[src/rtl/multicycle_ctrl.sv]
// Multi-cycle RV32I sequencing controller: FETCH/DECODE/EXEC/MEM/WB/TRAP with a
// shared req/ready memory port, per-cycle datapath enables and timeout/illegal traps.
module multicycle_ctrl #(
   parameter int unsigned TIMEOUT = 16,
   parameter int unsigned CNT_W   = 5
) (
   input  logic       clk,
   input  logic       rst,
   input  logic       run,
   input  logic [6:0] opcode,
   input  logic       mem_ready,
   output logic       mem_req,
   output logic       mem_we,
   output logic       mem_addr_sel,
   output logic       ir_we,
   output logic       pc_we,
   output logic       alusrc,
   output logic       memtoreg,
   output logic       regwrite,
   output logic       branch,
   output logic       retire,
   output logic       illegal,
   output logic       bus_err,
   output logic       halted
);

   typedef enum logic [2:0] {
      S_FETCH, S_DECODE, S_EXEC, S_MEM, S_WB, S_TRAP
   } state_t;

   typedef enum logic [2:0] {
      C_R, C_LOAD, C_STORE, C_IALU, C_BR, C_ILL
   } cls_t;

   state_t           r_state, w_next;
   cls_t             r_cls, w_cls;
   logic [CNT_W-1:0] r_cnt;
   logic             r_illegal, r_bus_err;
   logic             w_req, w_timeout;

   always_comb begin
      w_cls = C_ILL;
      unique case (opcode)
         7'b0110011: w_cls = C_R;
         7'b0000011: w_cls = C_LOAD;
         7'b0100011: w_cls = C_STORE;
         7'b0010011: w_cls = C_IALU;
         7'b1100011: w_cls = C_BR;
         default:    w_cls = C_ILL;
      endcase
   end

   // A non-zero wait count in FETCH means a fetch is outstanding, so it holds without run.
   assign w_req     = ((r_state == S_FETCH) && (run || (r_cnt != '0))) || (r_state == S_MEM);
   assign w_timeout = w_req && !mem_ready && (r_cnt == CNT_W'(TIMEOUT - 1));

   always_ff @(posedge clk) begin
      if (rst) begin
         r_state   <= S_FETCH;
         r_cls     <= C_R;
         r_cnt     <= '0;
         r_illegal <= 1'b0;
         r_bus_err <= 1'b0;
      end else begin
         r_state <= w_next;
         if (r_state == S_DECODE) begin
            r_cls <= w_cls;
            if (w_cls == C_ILL) r_illegal <= 1'b1;
         end
         if (w_timeout) r_bus_err <= 1'b1;
         if (w_req && !mem_ready && (w_next == r_state)) r_cnt <= r_cnt + 1'b1;
         else                                            r_cnt <= '0;
      end
   end

   always_comb begin
      w_next = r_state;
      unique case (r_state)
         S_FETCH: begin
            if (w_timeout)                 w_next = S_TRAP;
            else if (w_req && mem_ready)   w_next = S_DECODE;
         end
         S_DECODE: w_next = (w_cls == C_ILL) ? S_TRAP : S_EXEC;
         S_EXEC: begin
            unique case (r_cls)
               C_BR:            w_next = S_FETCH;
               C_LOAD, C_STORE: w_next = S_MEM;
               default:         w_next = S_WB;
            endcase
         end
         S_MEM: begin
            if (w_timeout)      w_next = S_TRAP;
            else if (mem_ready) w_next = (r_cls == C_STORE) ? S_FETCH : S_WB;
         end
         S_WB:    w_next = S_FETCH;
         S_TRAP:  w_next = S_TRAP;
         default: w_next = S_FETCH;
      endcase
   end

   always_comb begin
      mem_req      = 1'b0;
      mem_we       = 1'b0;
      mem_addr_sel = 1'b0;
      ir_we        = 1'b0;
      pc_we        = 1'b0;
      alusrc       = 1'b0;
      memtoreg     = 1'b0;
      regwrite     = 1'b0;
      branch       = 1'b0;
      retire       = 1'b0;
      illegal      = 1'b0;
      bus_err      = 1'b0;
      halted       = 1'b0;
      if (!rst) begin
         illegal = r_illegal;
         bus_err = r_bus_err;
         unique case (r_state)
            S_FETCH: begin
               mem_req = w_req;
               ir_we   = w_req && mem_ready;
               pc_we   = w_req && mem_ready;
            end
            S_EXEC: begin
               alusrc = (r_cls == C_LOAD) || (r_cls == C_STORE) || (r_cls == C_IALU);
               if (r_cls == C_BR) begin
                  branch = 1'b1;
                  pc_we  = 1'b1;
                  retire = 1'b1;
               end
            end
            S_MEM: begin
               mem_req      = 1'b1;
               mem_addr_sel = 1'b1;
               alusrc       = 1'b1;
               mem_we       = (r_cls == C_STORE);
               retire       = (r_cls == C_STORE) && mem_ready;
            end
            S_WB: begin
               regwrite = 1'b1;
               retire   = 1'b1;
               memtoreg = (r_cls == C_LOAD);
            end
            S_TRAP:  halted = 1'b1;
            default: ;
         endcase
      end
   end

endmodule

[config.mk]
export PLATFORM = sky130hd
export DESIGN_NAME = multicycle_ctrl
export DESIGN_NICKNAME = d
export VERILOG_FILES = /design/src/rtl/multicycle_ctrl.sv
export SDC_FILE = /design/constraint.sdc
export NUM_CORES = 1
export LEC_CHECK = 0
export BUFFER_PORTS_ARGS = -buffer_cell sky130_fd_sc_hd__clkbuf_2
export CAP_MARGIN = 40
export CORE_MARGIN = 4
export CORE_UTILIZATION = 54
export DETAILED_ROUTE_END_ITERATION = 7
export GPL_ROUTABILITY_DRIVEN = 1
export HOLD_SLACK_MARGIN = 0.02
export PLACE_DENSITY = 0.8
export SYNTH_ARGS = -nofsm -noshare
export SYNTH_HDL_FRONTEND = slang
export SYNTH_SLANG_ARGS = --single-unit
[constraint.sdc]
create_clock -name clk -period 3.1 [get_ports clk]
set_clock_uncertainty 0.15 [all_clocks]
set_input_delay 0.155 -clock clk [delete_from_list [all_inputs] [get_ports clk]]
set_output_delay 0.155 -clock clk [all_outputs]
set_load 0.03 [all_outputs]
### Yosys cells after proc, flatten, opt, wreduce, memory -nomap -nowiden

Cells that the tools add are included.

| word-level totals | value |
|---|---|
| bits in registers | 13 |
| logic and storage cells | 74 |
| output and inout bits | 13 |

| operators by class | value |
|---|---|
| muxes and demuxes | 34 |
| bitwise operators | 1 |
| equal/unequal tests | 17 |
| $add $sub $neg | 1 |
| reductions and logical operators | 16 |

Operator list:

| operator | number |
|---|---|
| case mux 3 bit (5 select lines) | 2 |
| two-way mux 1 bit | 21 |
| two-way mux 3 bit | 6 |
| equality test 7 x 6 -> 1 bit (second input constant) | 2 |
| equality test 3 x 2 -> 1 bit (second input constant) | 4 |
| equality test 3 bit (second input constant) | 4 |
| equality test 7 x 2 -> 1 bit (second input constant) | 1 |
| equality test 7 x 5 -> 1 bit (second input constant) | 1 |
| equality test 7 bit (second input constant) | 1 |
| equality test 3 x 1 -> 1 bit (second input constant) | 2 |
| logical AND 1 bit | 6 |
| case mux 1 bit (2 select lines) | 3 |
| case mux 3 bit (2 select lines) | 1 |
| adder 5 x 1 -> 5 bit (second input constant) | 1 |
| equality test 5 x 4 -> 1 bit (second input constant) | 1 |
| nonzero test 5 bit | 1 |
| logical OR 1 bit | 4 |
| OR reduction 2 bit | 2 |
| equality test 3 bit | 1 |
| zero test 3 bit | 1 |
| case mux 1 bit (3 select lines) | 1 |
| AND reduction 2 bit | 1 |
| zero test 1 bit | 1 |
| inverter 1 bit | 1 |

### Logic depth before layout (Yosys ltp)

Gate-level depths: netlist of run 1.

| logic depth | value |
|---|---|
| word-level depth | 12 |
| depth in mapped cells | 7 |

### Least setup slack after synthesis of run 1

Ideal clock, no wire load.

| path | value |
|---|---|
| path type | flip-flop to output port |
| from | reg r_state[2] |
| to | out memtoreg |
| data required time | 2.795 ns |
| setup slack | 0.549 ns |
| arrival | 2.246 ns |
| stages on the path, launching flop included | 5 |
| cell sequence | dfxtp_1 -> clkbuf_1 -> nand2_1 -> nor3_1 -> nor3b_1 |

| between the ends | value |
|---|---|
| word-level cells in the longest chain between the ends | 3 |

RTL lines:

| what | RTL line | RTL |
|---|---|---|
| start, declared | 35 | `state_t r_state, w_next;` |
| start signal, assigned | 65 | `r_state <= w_next;` |
| equality test 3 bit | 118 | `unique case (r_state)` |
| two-way mux 1 bit | 118 |  |
| two-way mux 1 bit | 115 | `if (!rst) begin` |
| end, declared | 18 | `output logic memtoreg,` |

No other way between the ends.

### Worst setup path in the final report of run 1

| path | value |
|---|---|
| from | reg r_cls[2] |
| to | out branch |

| between the ends | value |
|---|---|
| word-level cells in the longest chain between the ends | 4 |

RTL lines:

| what | RTL line | RTL |
|---|---|---|
| start, declared | 36 | `cls_t r_cls, w_cls;` |
| start signal, assigned | 67 | `r_cls <= w_cls;` |
| equality test 3 bit | 126 | `if (r_cls == C_BR) begin` |
| two-way mux 1 bit | 126 |  |
| two-way mux 1 bit | 118 |  |
| two-way mux 1 bit | 115 |  |
| end, declared | 20 | `output logic branch,` |

No other way between the ends.

==> flow_results.org, run 1 <==
** Yosys
- Summing every instance area after synthesis gives 892 um^2.
- For this run, asynchronously set or reset flops after synthesis account for 0%.
- Of the total synthesized cell area, the portion taken by XOR and XNOR cells is 2.95%.
- Synthesized netlist cell count :: 109
- The synthesized netlist devotes 32.8% of its cell area to simple gates.
- Warnings, synthesis :: 0
- A synthesized cell averages 8.18 um^2.
- In this run the biggest area consumer among cell types represents 29.2% of the synthesized area.
- In the synthesized netlist, the cells that appear most often are nor2_1, dfxtp_1, a21oi_1, nand2_1.
- Number of synthesized flops with an enable pin :: 0
- After synthesis, the cell types taking the most area are dfxtp_1, nor2_1, a21oi_1, ha_1, nor3_1.
- Post-synthesis adder-cell area fraction :: 4.21%
- The portion of synthesized area spent on multiplexers is 0%.
- Sequential elements use 29.2% of the synthesized area.
- By area, the combinational part of the netlist is dominated by simple AND/OR/NAND/NOR gates.
- Cell accounting for the most synthesized area :: dfxtp_1
- Leading cell type by number of instances after synthesis :: nor2_1
- Post-Synthesis Net Count :: 123
- In the synthesized netlist the dominant register cell turns out to be dfxtp_1.
- Count of different cell masters after synthesis :: 41
- Complex-gate fraction of the synthesized area :: 25.2%
- Number of storage elements in the synthesis netlist :: 13

** CTS
- Hold-fix buffers at CTS :: 0
- The clock reaches the later pin of the worst-skew pair after 0.27 ns.
- Number of buffers added by the clock tree synthesis step :: 3
- The tree is rooted in a clkbuf_4.
- The clock passes through at most 2 buffers.
- In this run the number of H-tree levels came out at 1.
- TritonCTS built the clock tree.
- Clock sink count :: 13
- The number of gates resized after CTS was 0.
- After clock tree synthesis, the setup repair step added 0 buffers.
- Clock-pin slew was measured on the worst setup and hold paths at 0.08 ns.

** STA
- Setup violation total in the final timing report :: 0
- Summed over all failing endpoints, the final setup total negative slack is 0 ns.
- In this run the tightest slew margin relative to its limit is 58.9%.
- Least-Margin Pin Slew :: 0.610 ns
- The count of endpoints failing hold in the final timing report was 0.
- The final max-slew violation count was 0.
- Top achievable clock speed :: 447 MHz
- The tightest hold path in the finished design has a slack of 0.0673 ns.
- Fin crit period :: 2.24 ns
- Setup repair after global routing missed its margin :: false
- After layout, the worst path uses 72.1% of the clock period.
- The worst path meets setup with 0.864 ns of slack.

** GRT
- The first global-routing pass estimated 3320 um of wire.
- Total global-route track usage :: 16.4%
- The number of global-route vias before repair was 777.
- Entering global routing, the biggest net connects 15 pins.
- The number of antenna violations at the first check in global routing was 0.
- Global route overflow :: 0

** Routing
- DRC violation count after routing :: 0
- Vias per cell :: 5.97
- Routed len/inst :: 13.3 um
- Detailed routing inserted a total of 878 vias.
- The pre-antenna-repair detailed-routing pass consisted of 4 iterations.
- After the first detailed-routing iteration, the DRC count stood at 23.
- After detailed routing, the total wire length is 1950 um.
- The detail route stage leaves a number of antenna-violating nets equal to 0.

** Floorplanning
- Die Ht :: 48.6 um
- Once the floorplan was initialized, standard cells occupied 57.9% of the core.
- Number of primary I/O pins :: 24
- Die area :: 2370 um^2
- After floorplanning, the core was divided into 14 placement rows.
- Horizontal die dimension :: 48.6 um
- Std-Cell Core Area :: 1540 um^2

** Placed design
- Buffers added on ports :: 23
- Routability-driven placement finished with a final weighted congestion of 0.859.
- HPWL after DPL :: 1590 um
- Timing analysis after detailed placement gives a worst setup slack of 1.05 ns.
- Number of cells in the design after placement :: 143

** Worst setup path
- The worst setup path is launched from a flop.
- For the worst setup path, the data arrival time is 1.93 ns.
- Highest net fanout along the worst path :: 8
- The critical path starts at r_cls[2].
- Flop-to-flop setup slack :: 1.03 ns
- Critical path required time :: 2.79 ns
- Worst Setup End Kind :: primary output
- Worst-case reg-to-reg path depth :: 6
- Critical path class :: reg2out
- In this run the critical register-to-register path is captured at r_cnt[2].
- Beginning of the worst register-to-register path :: r_cnt[0]
- Critical path destination :: branch

** Min path
- Type of the most critical hold path :: in2reg

** Finish
- Share of post-route cells with drive strength above 1 :: 26.0%
- The number of antenna diodes in the final layout is 0.
- Fillers :: 132
- The multi-input combinational cells in the finished layout cover a total of 582 um^2.
- Final cell count without fillers :: 147
- Area of all sequential standard cells :: 260 um^2
- Number of nets in the finished design :: 146
- P&R area growth vs syn :: 15.1%

** Power and ir drop
- Leak Pwr :: 0.401 nW
- Maximum vdd ir drop :: 0.464 mV
- For this design the ratio of total power to cell area is 345 nW/um^2.

** Outcome
- The run finished with clean final reports.

** Run
- Number of violations of the max-capacitance limit :: 0
==> worst min path at each step <==
stage / startpoint / endpoint / slack, ns / cells after the start
final: opcode[4] / r_cls[1] / 0.07 / 4
after global routing: rst / r_cls[1] / 0.07 / 2
after CTS: rst / r_cls[1] / 0.06 / 2
after detailed placement: r_illegal / r_illegal / 0.32 / 2
after global placement: r_illegal / r_illegal / 0.29 / 2
after floorplan: rst / r_state[0] / 0.20 / 2
==> registers in the layout, summed over array words and instances (netlist names) <==
register	cells
r_bus_err	1
r_cls	3
r_cnt	5
r_illegal	1
r_state	3
==> layout by cell type, fill, tap and decap left out, drive strengths merged, types with 2 or more instances in the layout <==
cell     instances
clkbuf          26
nor2            15
dfxtp           13
nand2            8
a21oi            8
inv              6
nor3             6
nand2b           4
nor2b            3
nor4b            3
ha               3
a211oi           3
o21ai            3
nor4             2
a211o            2
o31a             2
xor2             2
nand3            2
nor3b            2
a2111oi          2
==> cell type report <==
cell class / count / share of cell area (%)
Sequential cell: 13 / 25.3
Multi-Input combinational cell: 85 / 56.6
Clock inverter: 1 / 0.487
Timing Repair Buffer: 23 / 11.2
Tap cell: 16 / 1.95
Clock buffer: 3 / 2.19
Inverter: 6 / 2.19
==> cells by family after synthesis <==
logic type | after synthesis
DFF | 13
AOI/OAI and AO/OA | 27
adders and majority gates | 3
xor gates and xnor gates | 3
buffers and inverters | 11
and+or+nand+nor | 52
==> layer usage <==
| layer | up-vias | GRT usage (%) | share of wire (%) | routed length (um) |
|---|---|---|---|---|
| met5 | - | 0 | 0 | 0 |
| met4 | 0 | 4.04 | 0.82 | 16 |
| met3 | 2 | 2.76 | 4.0 | 78 |
| met2 | 19 | 28.7 | 49 | 956 |
| met1 | 414 | 20.7 | 46 | 900 |
| li1 | 443 | - | - | - |
==> power breakdown <==
group | switching (W) | total, W | internal (W) | leakage (nW)
clock network | 0.0000543 | 0.000102 | 0.0000476 | 0.0177
logic | 0.0000396 | 0.0000669 | 0.0000273 | 0.277
registers | 0.0000122 | 0.000185 | 0.000173 | 0.106
total | 0.000106 | 0.000354 | 0.000248 | 0.401
==> metrics by stage <==
step           util, %  area, um^2  power, W
6_report          66.6        1030  0.000354
3_3_place_gp      64.9        1000  0.000254
2_1_floorplan        -         892  0.000236
5_1_grt           66.6        1030  0.000374
4_1_cts           66.6        1030  0.000356
3_5_place_dp      64.9        1000  0.000256
==> worst max-delay path: stages, from the launching register on <==
cell,delay (ns)
dfxtp_1,0.51
nor4b_1,0.54
nor4b_1,0.34
clkbuf_2,0.27
(Power assumes the default switching activity.)
==> run 2: changes to the inputs <==
CORE_UTILIZATION = 46   (was 54)
PLACE_DENSITY = 0.72   (was 0.8)
clock period = 2 ns   (was 3.1 ns; I/O delays follow)
==> run 2 against run 1 <==
Against the previous run:
- the flow now finishes with violations (setup timing)
- design area is 21% higher
- total power is 67% higher
- worst hold slack worse by 0.034 ns
- clock power is 66% higher
- first-iteration DRC count is 48% higher
- register-to-register slack worse by 1.1 ns
- sequential share of layout area is 3.8 points lower
- die area is 14% higher
- utilization is 3.1 points higher
- global-route usage is 2.8 points higher
- critical path type unchanged
- critical endpoint is now ir_we
==> flow_results.org, run 2 (synthesized netlist as in run 1, its figures left out) <==
** Floorplanning
- The floorplan step defined a die boundary enclosing 2710 um^2.
- The die is 52.0 um tall.
- Horizontal die dimension :: 52.0 um
- Once the floorplan was initialized, standard cells occupied 50.0% of the core.
- Rows :: 15
- The core region is 1780 um^2.
- For this design the top-level I/O count stands at 24.

** Finish
- Antenna cells :: 0
- In the layout the commonest cells are clkbuf_2, nor2_1, buf_4, dfxtp_1, nand2_1.
- After filler insertion, the fill cell instance count of the layout stands at 147.
- Number of flip-flops under the largest register name :: 5
- The area growth from synthesis to layout is 39.4%.
- Leading cell type in the layout, fill and taps excluded :: clkbuf_2
- Largest reg by FF count :: r_cnt
- The multi-input combinational cells in the finished layout cover a total of 672 um^2.
- Largest registers in the final layout :: r_cnt: 5 flops, r_cls: 3 flops, r_state: 3 flops
- In the final layout, flip-flops and latches occupy 268 um^2.
- Number of nets in the finished design :: 157
- Share of post-route cells with drive strength above 1 :: 43.0%

** Run
- Number of violations of the max-capacitance limit :: 0

** Placed design
- HPWL after DPL :: 1760 um
- Prior to clock tree synthesis, the placed netlist has a worst setup slack of -0.0371 ns.
- The congestion estimate from routability-driven global placement came to 0.828.
- During placement, the flow inserted port buffers numbering 23.

** Worst setup path
- Crit path max-delay family :: simple AND/OR/NAND/NOR gates
- For the worst setup path, the data required time is 1.75 ns.
- Arrival time at the worst endpoint :: 1.82 ns
- The slowest stage of the critical path is the or4b_4 cell.
- Worst Setup End Kind :: primary output
- Beginning of the worst register-to-register path :: r_cnt[1]
- CP startpoint :: r_cnt[0]
- The largest single stage delay on the critical path is 0.46 ns.
- The critical path goes through inv_2 -> ha_4 -> or4b_4 -> o211ai_1 -> nor2_1 -> clkbuf_8.
- STA classifies the critical path startpoint as a flop.
- Critical path class :: reg2out
- Combined buffer and inverter count along the critical path :: 2
- In this run the worst path has a maximum fanout of 4.

** STA
- The count of endpoints failing hold in the final timing report came to 0.
- Pins Over Slew Limit :: 0
- Across all setup checks in the final design, the least slack found is -0.0743 ns.
- Fin crit period :: 2.07 ns
- Setup repair after global routing missed its margin :: true
- Worst max-slew margin expressed relative to the limit :: 69.1%
- Top achievable clock speed :: 482 MHz
- Setup violations remaining at the end of the flow were counted as 4.
- At the pin with the least slew margin, the transition time is 0.464 ns.
- In the finished design, the share of the clock period the worst path needs comes to 104%.

** GRT
- The first global-routing pass estimated 3860 um of wire.
- Global routing used 19.2% of the available tracks across all layers.
- Antenna violations before repair :: 0
- Largest net degree at the start of global routing :: 12
- Vias in the first global route :: 879
- Global route overflow :: 0

** Routing
- 1st-iter DRT viols :: 34
- The detail route stage leaves a number of antenna-violating nets equal to 0.
- In the final routed layout, each cell accounts on average for 13.9 um.
- Length of the first detailed-routing pass in iterations :: 4
- DRC violation count after routing :: 0
- Summing over every cut layer, the via total after detailed routing is 932.
- The final layout contains routed wiring with a total length of 2330 um.
- Dividing the detail-routed via count by the number of cells gives 5.58.

** CTS
- No sink is reached through more buffers than the 2 on the longest clock path.
- Number of buffers added by the clock tree synthesis step :: 3
- Clock sink count :: 13
- Latest clock arrival within the worst-skew pair :: 0.29 ns
- TritonCTS built the clock tree.
- Clock tree synthesis selected as its root buffer the cell clkbuf_4.
- H-tree lvl count :: 1
- Clock-pin transition on the worst setup and hold timing paths :: 0.08 ns

** Power and ir drop
- Sequential fraction of design power :: 47.9%
- Total power per unit cell area :: 476 nW/um^2
- In this run the static leakage power is 0.476 nW.
- Share of total power consumed by net switching :: 30.9%
- Share of power burned in combinational logic :: 23.5%
- Summed over all nets, the switching power comes to 0.000183 W.
- The worst-case IR drop observed on VDD is 0.380 mV.
- The clock network burns 28.6% of the power.
- Post-layout power :: 0.000591 W
- Cell internal power was estimated by the tool at 0.000408 W.

** Outcome
- The final reports fail on setup timing.
- The flow ran to the end, but the final reports show violations.

** Min path
- The worst hold path belongs to the class in2reg.
- The startpoint identified for the worst hold timing path is opcode[6].
-- run 2: changes by cell type in the layout (fill, tap and decap cells not counted), sizes merged --
cell          delta
buf             +11
dlygate4sd3      +2
dlymetal6s4s     +1
clkbuf           -2
clkinv           -1
-- run 2: worst reg2reg max path: cells and delay by family (launching register included) --
family,cells,cell delay [ns]
flops,1,0.34
buf+inv,1,0.13
compound gates,2,0.53
simple gates,3,0.47
fa+ha+maj,2,0.36
-- run 2: cell type report --
| class | instances | area share [%] |
|---|---|---|
| Multi-Input combinational cell | 85 | 54.0 |
| Sequential cell | 13 | 21.5 |
| Timing Repair Buffer | 34 | 18.0 |
| Tap cell | 25 | 2.52 |
| Clock buffer | 4 | 2.11 |
| Inverter | 6 | 1.81 |
-- run 2: final timing paths --
| check | slack (ns) | cells past startpoint | endpoint |
|---|---|---|---|
| setup / recovery | -0.07 | 6 | ir_we |
| hold / removal | 0.03 | 4 | r_cls[1] |
| setup reg to reg | -0.04 | 8 | r_cnt[1] |
| hold reg to reg | 0.32 | 1 | r_cnt[0] |
-- run 2: layer usage --
| metal | vias up | share of wire (%) | global-route usage (%) |
|---|---|---|---|
| li1 | 462 | - | - |
| met1 | 437 | 43 | 21.8 |
| met2 | 24 | 51 | 33.7 |
| met3 | 9 | 3.8 | 3.72 |
| met4 | 0 | 2.5 | 9.61 |
| met5 | - | 0 | 0 |
-- run 2: repair_timing --
action / in CTS / in global routing
hold buffers: 3 / 0
hold endpoints to repair: 4 / 0
pin swaps: 5 / 7
setup endpoints to repair: 9 / 13
resized for setup: 10 / 18
buffers inserted: 1 / 2
-- run 2: power by group through the flow --
stage	Clock (W)	Sequential, W	Combinational [W]
final	0.000169	0.000284	0.000139
after global routing	0.000189	0.000285	0.000152
after CTS	0.000174	0.000281	0.000134
after detailed placement	0	0.000287	0.000123
after global placement	0	0.000286	0.000120
after floorplan	0	0.000283	0.0000854
-- run 2: metrics by stage --
| stage | instance area [um^2] | TNS (ns) | std cells | utilization (%) | hold slack, ns |
|---|---|---|---|---|---|
| after floorplan | 915 | 0 | 109 | - | 0.149 |
| after global placement | 1090 | 0 | 159 | 60.9 | 0.286 |
| after detailed placement | 1090 | -0.0990 | 159 | 60.9 | 0.296 |
| after CTS | 1180 | -0.154 | 167 | 66.0 | 0.0251 |
| after global routing | 1240 | -0.855 | 167 | 69.8 | 0.0686 |
| final | 1240 | -0.216 | 167 | 69.8 | 0.0331 |
